File: config.mk
export PLATFORM = sky130hd
export DESIGN_NAME = util_fifo_sc
export DESIGN_NICKNAME = d
export VERILOG_FILES = /design/src/rtl/util_fifo_sc.sv
export SDC_FILE = /design/constraint.sdc
export NUM_CORES = 2
export LEC_CHECK = 0
export CORE_MARGIN = 2
export CORE_UTILIZATION = 48
export DETAILED_ROUTE_END_ITERATION = 8
export MAX_ROUTING_LAYER = met4
export PLACE_DENSITY = 0.6
export SYNTH_ARGS = -nofsm -noshare
export SYNTH_HDL_FRONTEND = slang
export SYNTH_SLANG_ARGS = --single-unit
File: constraint.sdc
create_clock -name clk -period 10.45 [get_ports clk]
set_input_delay 2.09 -clock clk [delete_from_list [all_inputs] [get_ports clk]]
set_output_delay 2.09 -clock clk [all_outputs]
set_load 0.05 [all_outputs]
File: src/rtl/util_fifo_sc.sv
// util_fifo_sc: single-clock FIFO with FWFT or standard read timing, optional write ack and saturating count.
// Latency: write-to-rd_valid 2 cycles (FWFT), rd_en-to-rd_data 1 cycle (standard); writes while wr_full are dropped.
module util_fifo_sc #(
    parameter int FIFO_DEPTH  = 256,
    parameter int BYTE_WIDTH  = 1,
    parameter int COUNT_WIDTH = 8,
    parameter int FWFT        = 1,
    parameter int COUNT_DELAY = 1,
    parameter int COUNT_ENA   = 1,
    parameter int DATA_ZERO   = 0,
    parameter int ACK_ENA     = 1,
    parameter     RAM_TYPE    = "block"
) (
    input  logic                     clk,
    input  logic                     rst,
    input  logic                     wr_en,
    input  logic [BYTE_WIDTH*8-1:0]  wr_data,
    output logic                     wr_ack,
    output logic                     wr_full,
    input  logic                     rd_en,
    output logic                     rd_valid,
    output logic [BYTE_WIDTH*8-1:0]  rd_data,
    output logic                     rd_empty,
    output logic [COUNT_WIDTH-1:0]   data_count
);
    localparam int DW = BYTE_WIDTH * 8;
    localparam int AW = $clog2(FIFO_DEPTH);
    localparam int OW = AW + 1;
    localparam logic [63:0] CNT_MAX = (64'd1 << COUNT_WIDTH) - 64'd1;

    (* ram_style = RAM_TYPE *) logic [DW-1:0] mem [FIFO_DEPTH];

    logic [AW-1:0] wr_ptr;
    logic [AW-1:0] rd_ptr;
    logic [OW-1:0] occ;
    logic [OW-1:0] occ_next;
    logic          wr_acc;
    logic          rd_pop;
    logic          rd_adv;
    logic          out_vld;
    logic [DW-1:0] out_dat;

    assign wr_acc   = wr_en & ~wr_full;
    assign rd_valid = out_vld;
    assign rd_data  = ((DATA_ZERO != 0) && !out_vld) ? '0 : out_dat;

    // occ includes words parked in the read pipeline, so full is exact.
    always_comb begin
        occ_next = occ;
        if (wr_acc && !rd_pop) begin
            occ_next = occ + OW'(1);
        end else if (!wr_acc && rd_pop) begin
            occ_next = occ - OW'(1);
        end
    end

    always_ff @(posedge clk) begin
        if (wr_acc) begin
            mem[wr_ptr] <= wr_data;
        end
    end

    always_ff @(posedge clk) begin
        if (rst) begin
            wr_ptr  <= '0;
            rd_ptr  <= '0;
            occ     <= '0;
            wr_full <= 1'b0;
            wr_ack  <= 1'b0;
        end else begin
            if (wr_acc) begin
                wr_ptr <= wr_ptr + AW'(1);
            end
            if (rd_adv) begin
                rd_ptr <= rd_ptr + AW'(1);
            end
            occ     <= occ_next;
            wr_full <= (occ_next == OW'(FIFO_DEPTH));
            wr_ack  <= (ACK_ENA != 0) && wr_acc;
        end
    end

    generate
        if (FWFT != 0) begin : g_fwft
            // Two-stage prefetch: RAM read register (s1) feeding the output register.
            logic [OW-1:0] mem_cnt;
            logic [DW-1:0] s1_dat;
            logic          s1_vld;
            logic          s1_load;
            logic          s2_load;

            assign rd_pop   = rd_en & out_vld;
            assign s2_load  = s1_vld & (~out_vld | rd_pop);
            assign s1_load  = (mem_cnt != '0) & (~s1_vld | s2_load);
            assign rd_adv   = s1_load;
            assign rd_empty = ~out_vld;

            always_ff @(posedge clk) begin
                if (s1_load) begin
                    s1_dat <= mem[rd_ptr];
                end
            end

            always_ff @(posedge clk) begin
                if (rst) begin
                    mem_cnt <= '0;
                    s1_vld  <= 1'b0;
                    out_vld <= 1'b0;
                    out_dat <= '0;
                end else begin
                    mem_cnt <= mem_cnt + OW'(wr_acc) - OW'(s1_load);
                    if (s1_load) begin
                        s1_vld <= 1'b1;
                    end else if (s2_load) begin
                        s1_vld <= 1'b0;
                    end
                    if (s2_load) begin
                        out_vld <= 1'b1;
                        out_dat <= s1_dat;
                    end else if (rd_pop) begin
                        out_vld <= 1'b0;
                    end
                end
            end
        end else begin : g_std
            logic empty_q;

            assign rd_pop   = rd_en & ~empty_q;
            assign rd_adv   = rd_pop;
            assign rd_empty = empty_q;

            always_ff @(posedge clk) begin
                if (rst) begin
                    empty_q <= 1'b1;
                    out_vld <= 1'b0;
                    out_dat <= '0;
                end else begin
                    empty_q <= (occ_next == '0);
                    out_vld <= rd_pop;
                    if (rd_pop) begin
                        out_dat <= mem[rd_ptr];
                    end
                end
            end
        end

        if (COUNT_ENA == 0) begin : g_no_cnt
            assign data_count = '0;
        end else begin : g_cnt
            logic [COUNT_WIDTH-1:0] cnt_sat;

            assign cnt_sat = (64'(occ) > CNT_MAX) ? COUNT_WIDTH'(CNT_MAX) : COUNT_WIDTH'(occ);

            if (COUNT_DELAY != 0) begin : g_cnt_dly
                logic [COUNT_WIDTH-1:0] cnt_q;

                always_ff @(posedge clk) begin
                    if (rst) begin
                        cnt_q <= '0;
                    end else begin
                        cnt_q <= cnt_sat;
                    end
                end
                assign data_count = cnt_q;
            end else begin : g_cnt_now
                assign data_count = cnt_sat;
            end
        end
    endgenerate

endmodule

# == Yosys cells after proc, flatten, opt, wreduce, memory -nomap -nowiden ==
# Memories as Yosys holds them, arrays and structs flattened. A register that Yosys moved wholly into a read port is not among the register bits.
# Cells that the tools add are included.
# classes
bitwise_logic,9
n_reduce_logical,7
n_addsub,6
eq_ne,1
order_cmp,1
n_mux,9
# ops
cell,n
9-bit two-way mux,2
8-bit by 1-bit adder with 8-bit output (second input constant),2
9-bit by 1-bit adder with 9-bit output,1
9-bit by 1-bit adder with 9-bit output (second input constant),1
9-bit equality test (second input constant),1
9-bit by 8-bit greater-than comparator with 1-bit output (second input constant),1
9-bit nonzero test,1
9-bit by 1-bit subtractor with 9-bit output,1
9-bit by 1-bit subtractor with 9-bit output (second input constant),1
8-bit two-way mux,1
1-bit two-way mux,6
1-bit AND,4
2-bit nonzero test,2
1-bit NOT,3
1-bit logical AND,2
1-bit zero test,2
1-bit OR,2
# word_totals
n_memories,1
regBits,54
input_bits,12
ramBits,2048
output_inout_bits,20
# mem_list
name,words,word_bits,rd,rd_clocked_by_memory_dff,write_ports,line_no,source
mem,256,8,1,1,1,31,(* ram_style = RAM_TYPE *) logic [DW-1:0] mem [FIFO_DEPTH];

# == Depth between registers and ports, before layout ==
# logic_depth
depth_word,7
mapped_depth,17

# == Worst setup path after synthesis ==
# OpenSTA, ideal clock, no wires.
# synth_path
kind,input to register
startpoint,input rd_en
endpoint,register g_fwft.mem_cnt[8]
path_stages,15
n_path_buf,1
required_time_ns,10.322
arrival_time_ns,5.000
path_slack_ns,5.322
cell_sequence,clkbuf_1 nor2_1 a21oi_1 ha_1 inv_1 ha_1 inv_1 fa_1 nand2b_1 a21oi_1 o21ai_0 a21oi_1 o211ai_1 a21oi_1 nor3b_1
# synth_between
elab_chain_len,6
# synth_rtl
element,line_no,source
start: declaration,20,"input logic rd_en,"
1-bit AND,92,assign rd_pop = rd_en & out_vld;
1-bit OR,93,assign s2_load = s1_vld & (~out_vld | rd_pop);
1-bit AND,93,
1-bit OR,94,assign s1_load = (mem_cnt != '0) & (~s1_vld | s2_load);
1-bit AND,94,
via g_fwft.s1_load,89,logic s1_load;
9-bit by 1-bit subtractor with 9-bit output,111,mem_cnt <= mem_cnt + OW'(wr_acc) - OW'(s1_load);
end signal: assignment,111,
end: declaration,86,logic [OW-1:0] mem_cnt;
# The timed path passes the listed nets, and every way through them passes these cells.
# A chain may end at the register's enable or synchronous reset.

==> key figures <==
Status
  • Status: finished, final reports clean

CTS
  • CTS Hold Bufs: 0
  • CTS tree: yes
  • Total CTS buffers: 213
  • CTS Buffer Depth: 3
  • Post-CTS sizing: 0
  • Post-CTS Repair Setup Buffers: 0
  • Clk sinks: 2110
  • H-tree Lvls: 4
  • Root Buffer: clkbuf_16
  • Clk_lat worst skew: 0.86 ns
  • Clk slew on worst S/H paths: 0.06 ns

Synth
  • Seq cells post-synth: ~2100
  • Synth Flop Type: edfxtp_1
  • Synthesized cell area: 82490 um2
  • Synth warnings: 0
  • Post-Syn Nets: 4126
  • Post-synth EDFFs: 2056
  • Cell variety after synth: 72
  • Sequential area share after synthesis: roughly three quarters
  • Post-Syn Area per Cell: 20.15 um2
  • Post-Synthesis Cells: around 4000
  • Ys async rst share: 0%

GRT
  • GRT overflow: 0
  • First-pass GRT wire length: 315.2 mm
  • Vias in the first global route: 41110
  • Global Route Usage Sum: 26.38%
  • Initial antenna violation count: 4
  • Pin count of the biggest net entering global routing: between 150 and 200

Place
  • Gpl congestion: 0.8814
  • Placement Cell Area: between 80000 and 90000 um2
  • HPWL Detailed: 133.1 mm
  • Buffers on Ports: 31

Critical path
  • Slowest cell on crit path: nor3_1
  • FF-to-FF path depth: 8
  • Arr. time, crit path: ~5.6 ns
  • Worst-path fanout max: 72
  • CP Capture Type: flop
  • Critical Path RT: 11.00 ns
  • CP max stage delay: between 0.9 and 1 ns
  • Kind of start point of the critical path: flop
  • CP cell instances: buf_12 > buf_4 > mux4_2 > a221o_1 > a21oi_1 > a21oi_1 > nor3_1 > o32ai_1
  • Setup CP Type: reg -> reg
  • CP most frequent cell: a21oi_1

Die
  • Top-level I/O count: 32
  • Die height: 418.6 um
  • Standard-cell row count: 152
  • Die width: 418.6 um
  • Core Box Area: 171200 um2
  • Starting Density: 48.19%
  • DIE AREA: 175200 um2

Power and ir drop
  • Clock Power Share: 36.2%
  • Cell leakage power: about 0.028 uW
  • Net Sw Frac: 26.56%
  • NetSw: 5468 uW
  • Pwr Density: 224.2 nW/um2
  • Pint: 15120 uW
  • Flop pwr share: 46.0%
  • Worst vdd ir: 0.1768 mV
  • Gate power share: 17.7%

Timing
  • Slew HR: 18.47%
  • Slew Limit Fails: 0
  • Final Hold Fails: 0
  • Final setup TNS: 0 ns
  • FMAX: 0.1971 GHz
  • Final period demand of the worst path: 5.072 ns
  • Final clock skew: 0.03815 ns
  • Tcrit/Tclk final: between 40% and 50%
  • Worst slew pin tran: 1.220 ns
  • Final Setup Violations: 0
  • RSZ-0062 raised after global routing: false

Cells and area
  • Share of cells above drive strength 1: 19.36%
  • Synth-to-layout area growth: 11.29%
  • Final #Nets: roughly 4200
  • Fin area: 91800 um2

Routing
  • Vias: 41630
  • WL per Instance: 33.82 um
  • Starting DRT DRC Count: ~5500
  • Pre-antenna DRT Iters: 5
  • Post-route ant nets: 0
  • Total wire length: between 200 and 250 mm
  • DRC: 0
  • Vias per cell: 6.317

Min path
  • Hold Path Depth: 2
  • Min-delay worst type: reg -> reg

Flow run
  • Max Cap Violations: 0
[sequential cells by signal, indices dropped and copies added, names as in the netlist]
name and count:
rd_valid 1, wr_full 1, wr_ptr 8, g_fwft.mem_cnt 9
g_fwft.s1_vld 1, g_fwft.s1_dat 8, rd_data 8, rd_ptr 8
mem 2048, data_count 8, wr_ack 1, occ 9
[cells in the mapped netlist (30+ instances only)]
| cell | instances | share of area (%) |
|---|---|---|
| edfxtp_1 | 2056 | 75 |
| mux4_2 | 415 | 11 |
| nor2_1 | 344 | 1.6 |
| mux2i_1 | 210 | 2.5 |
| a21oi_1 | 109 | 0.66 |
| clkbuf_1 | 109 | 0.50 |
| nand2_1 | 95 | 0.43 |
| a22oi_1 | 77 | 0.70 |
| buf_2 | 59 | 0.36 |
| dfxtp_1 | 54 | 1.3 |
| nand3_1 | 45 | 0.27 |
| o21ai_0 | 45 | 0.27 |
| a221oi_1 | 32 | 0.34 |
| buf_6 | 32 | 0.44 |
| o221ai_1 | 30 | 0.32 |
[critical path: cells and delay by family (launching register included)]
family | cells | cell delay [ns]
mux | 1 | 0.62
simple gates | 1 | 0.92
buf+inv | 2 | 1.31
compound gates | 4 | 0.90
flops | 1 | 0.86
[cell families after synthesis]
logic type      synth area share, %
fa+ha+maj                    0.3276
buf+inv                       1.867
compound gates                3.543
simple gates                  3.008
mux                           14.86
flops                         76.15
xor+xnor                     0.2442
[final timing paths]
| kind | startpoint | end | slack, ns |
|---|---|---|---|
| setup / recovery | rd_ptr[0]$_SDFFE_PP0P_ | g_fwft.s1_dat[2]$_DFFE_PP_ | 5.38 |
| hold / removal | g_fwft.s1_dat[4]$_DFFE_PP_ | rd_data[4]$_SDFFE_PP0P_ | 0.49 |
| setup reg to reg | rd_ptr[0]$_SDFFE_PP0P_ | g_fwft.s1_dat[2]$_DFFE_PP_ | 5.38 |
| hold reg to reg | g_fwft.s1_dat[4]$_DFFE_PP_ | rd_data[4]$_SDFFE_PP0P_ | 0.49 |
[metrics by stage]
stage / setup WS (ns) / power, uW / utilization, % / hold slack (ns) / instances
after floorplan: 5.322 / 12190 / - / 0.4525 / 4093
after global placement: 4.550 / 13320 / 49.66 / 0.4641 / 6192
after detailed placement: 4.583 / 13320 / 49.66 / 0.4815 / 6192
after CTS: 5.484 / 20690 / 53.63 / 0.4957 / 6583
after global routing: 5.155 / 21200 / 53.63 / 0.5082 / 6584
final: 5.378 / 20580 / 53.64 / 0.4878 / 6590
[per-layer routing]
metal	vias up	GRT usage (%)	wire length [um]
li1	17060	-	-
met1	22190	36.70	91210
met2	2039	39.41	104300
met3	339	5.615	20510
met4	0	8.126	6867
met5	-	-	0
[layout make-up]
cell class	count	area [um2]
Sequential cell	2110	62840
Timing Repair Buffer	114	1071
Fill cell	13100	79360
Antenna cell	7	17.52
Multi-Input combinational cell	1707	18190
Tap cell	2233	2794
Inverter	28	107.6
Clock buffer	264	5594
Clock inverter	127	1187
[placed cells by master, fill, tap and decap left out, types with 11 or more instances in the layout]
cell             instances
a22oi_1                 77
mux4_2                 415
clkbuf_8                11
nor3_1                  15
bufinv_16               17
mux4_1                  26
a22o_1                  17
nor2_1                 341
xnor2_1                 13
clkdlybuf4s50_1         22
clkbuf_1                46
clkinv_2                30
inv_1                   26
mux2i_1                210
ha_1                    20
clkbuf_16              215
edfxtp_1              2056
nand2_1                 95
nand3_1                 44
o221ai_1                30
dfxtp_1                 47
nand4_1                 17
a21oi_1                108
clkinv_1                55
nor2b_1                 12
mux2_2                  11
buf_4                   74
o21ai_0                 45
a221oi_1                32
o22ai_1                 24
a211oi_1                22
[power by group through the flow]
stage	clock (uW)	combinational, uW	sequential (uW)
after detailed placement	0	3660	9660
after global placement	0	3670	9650
after global routing	7870	3840	9480
final	7450	3650	9480
after floorplan	0	2610	9580
after CTS	7540	3670	9480
Power figures use the tool's default switching activity.
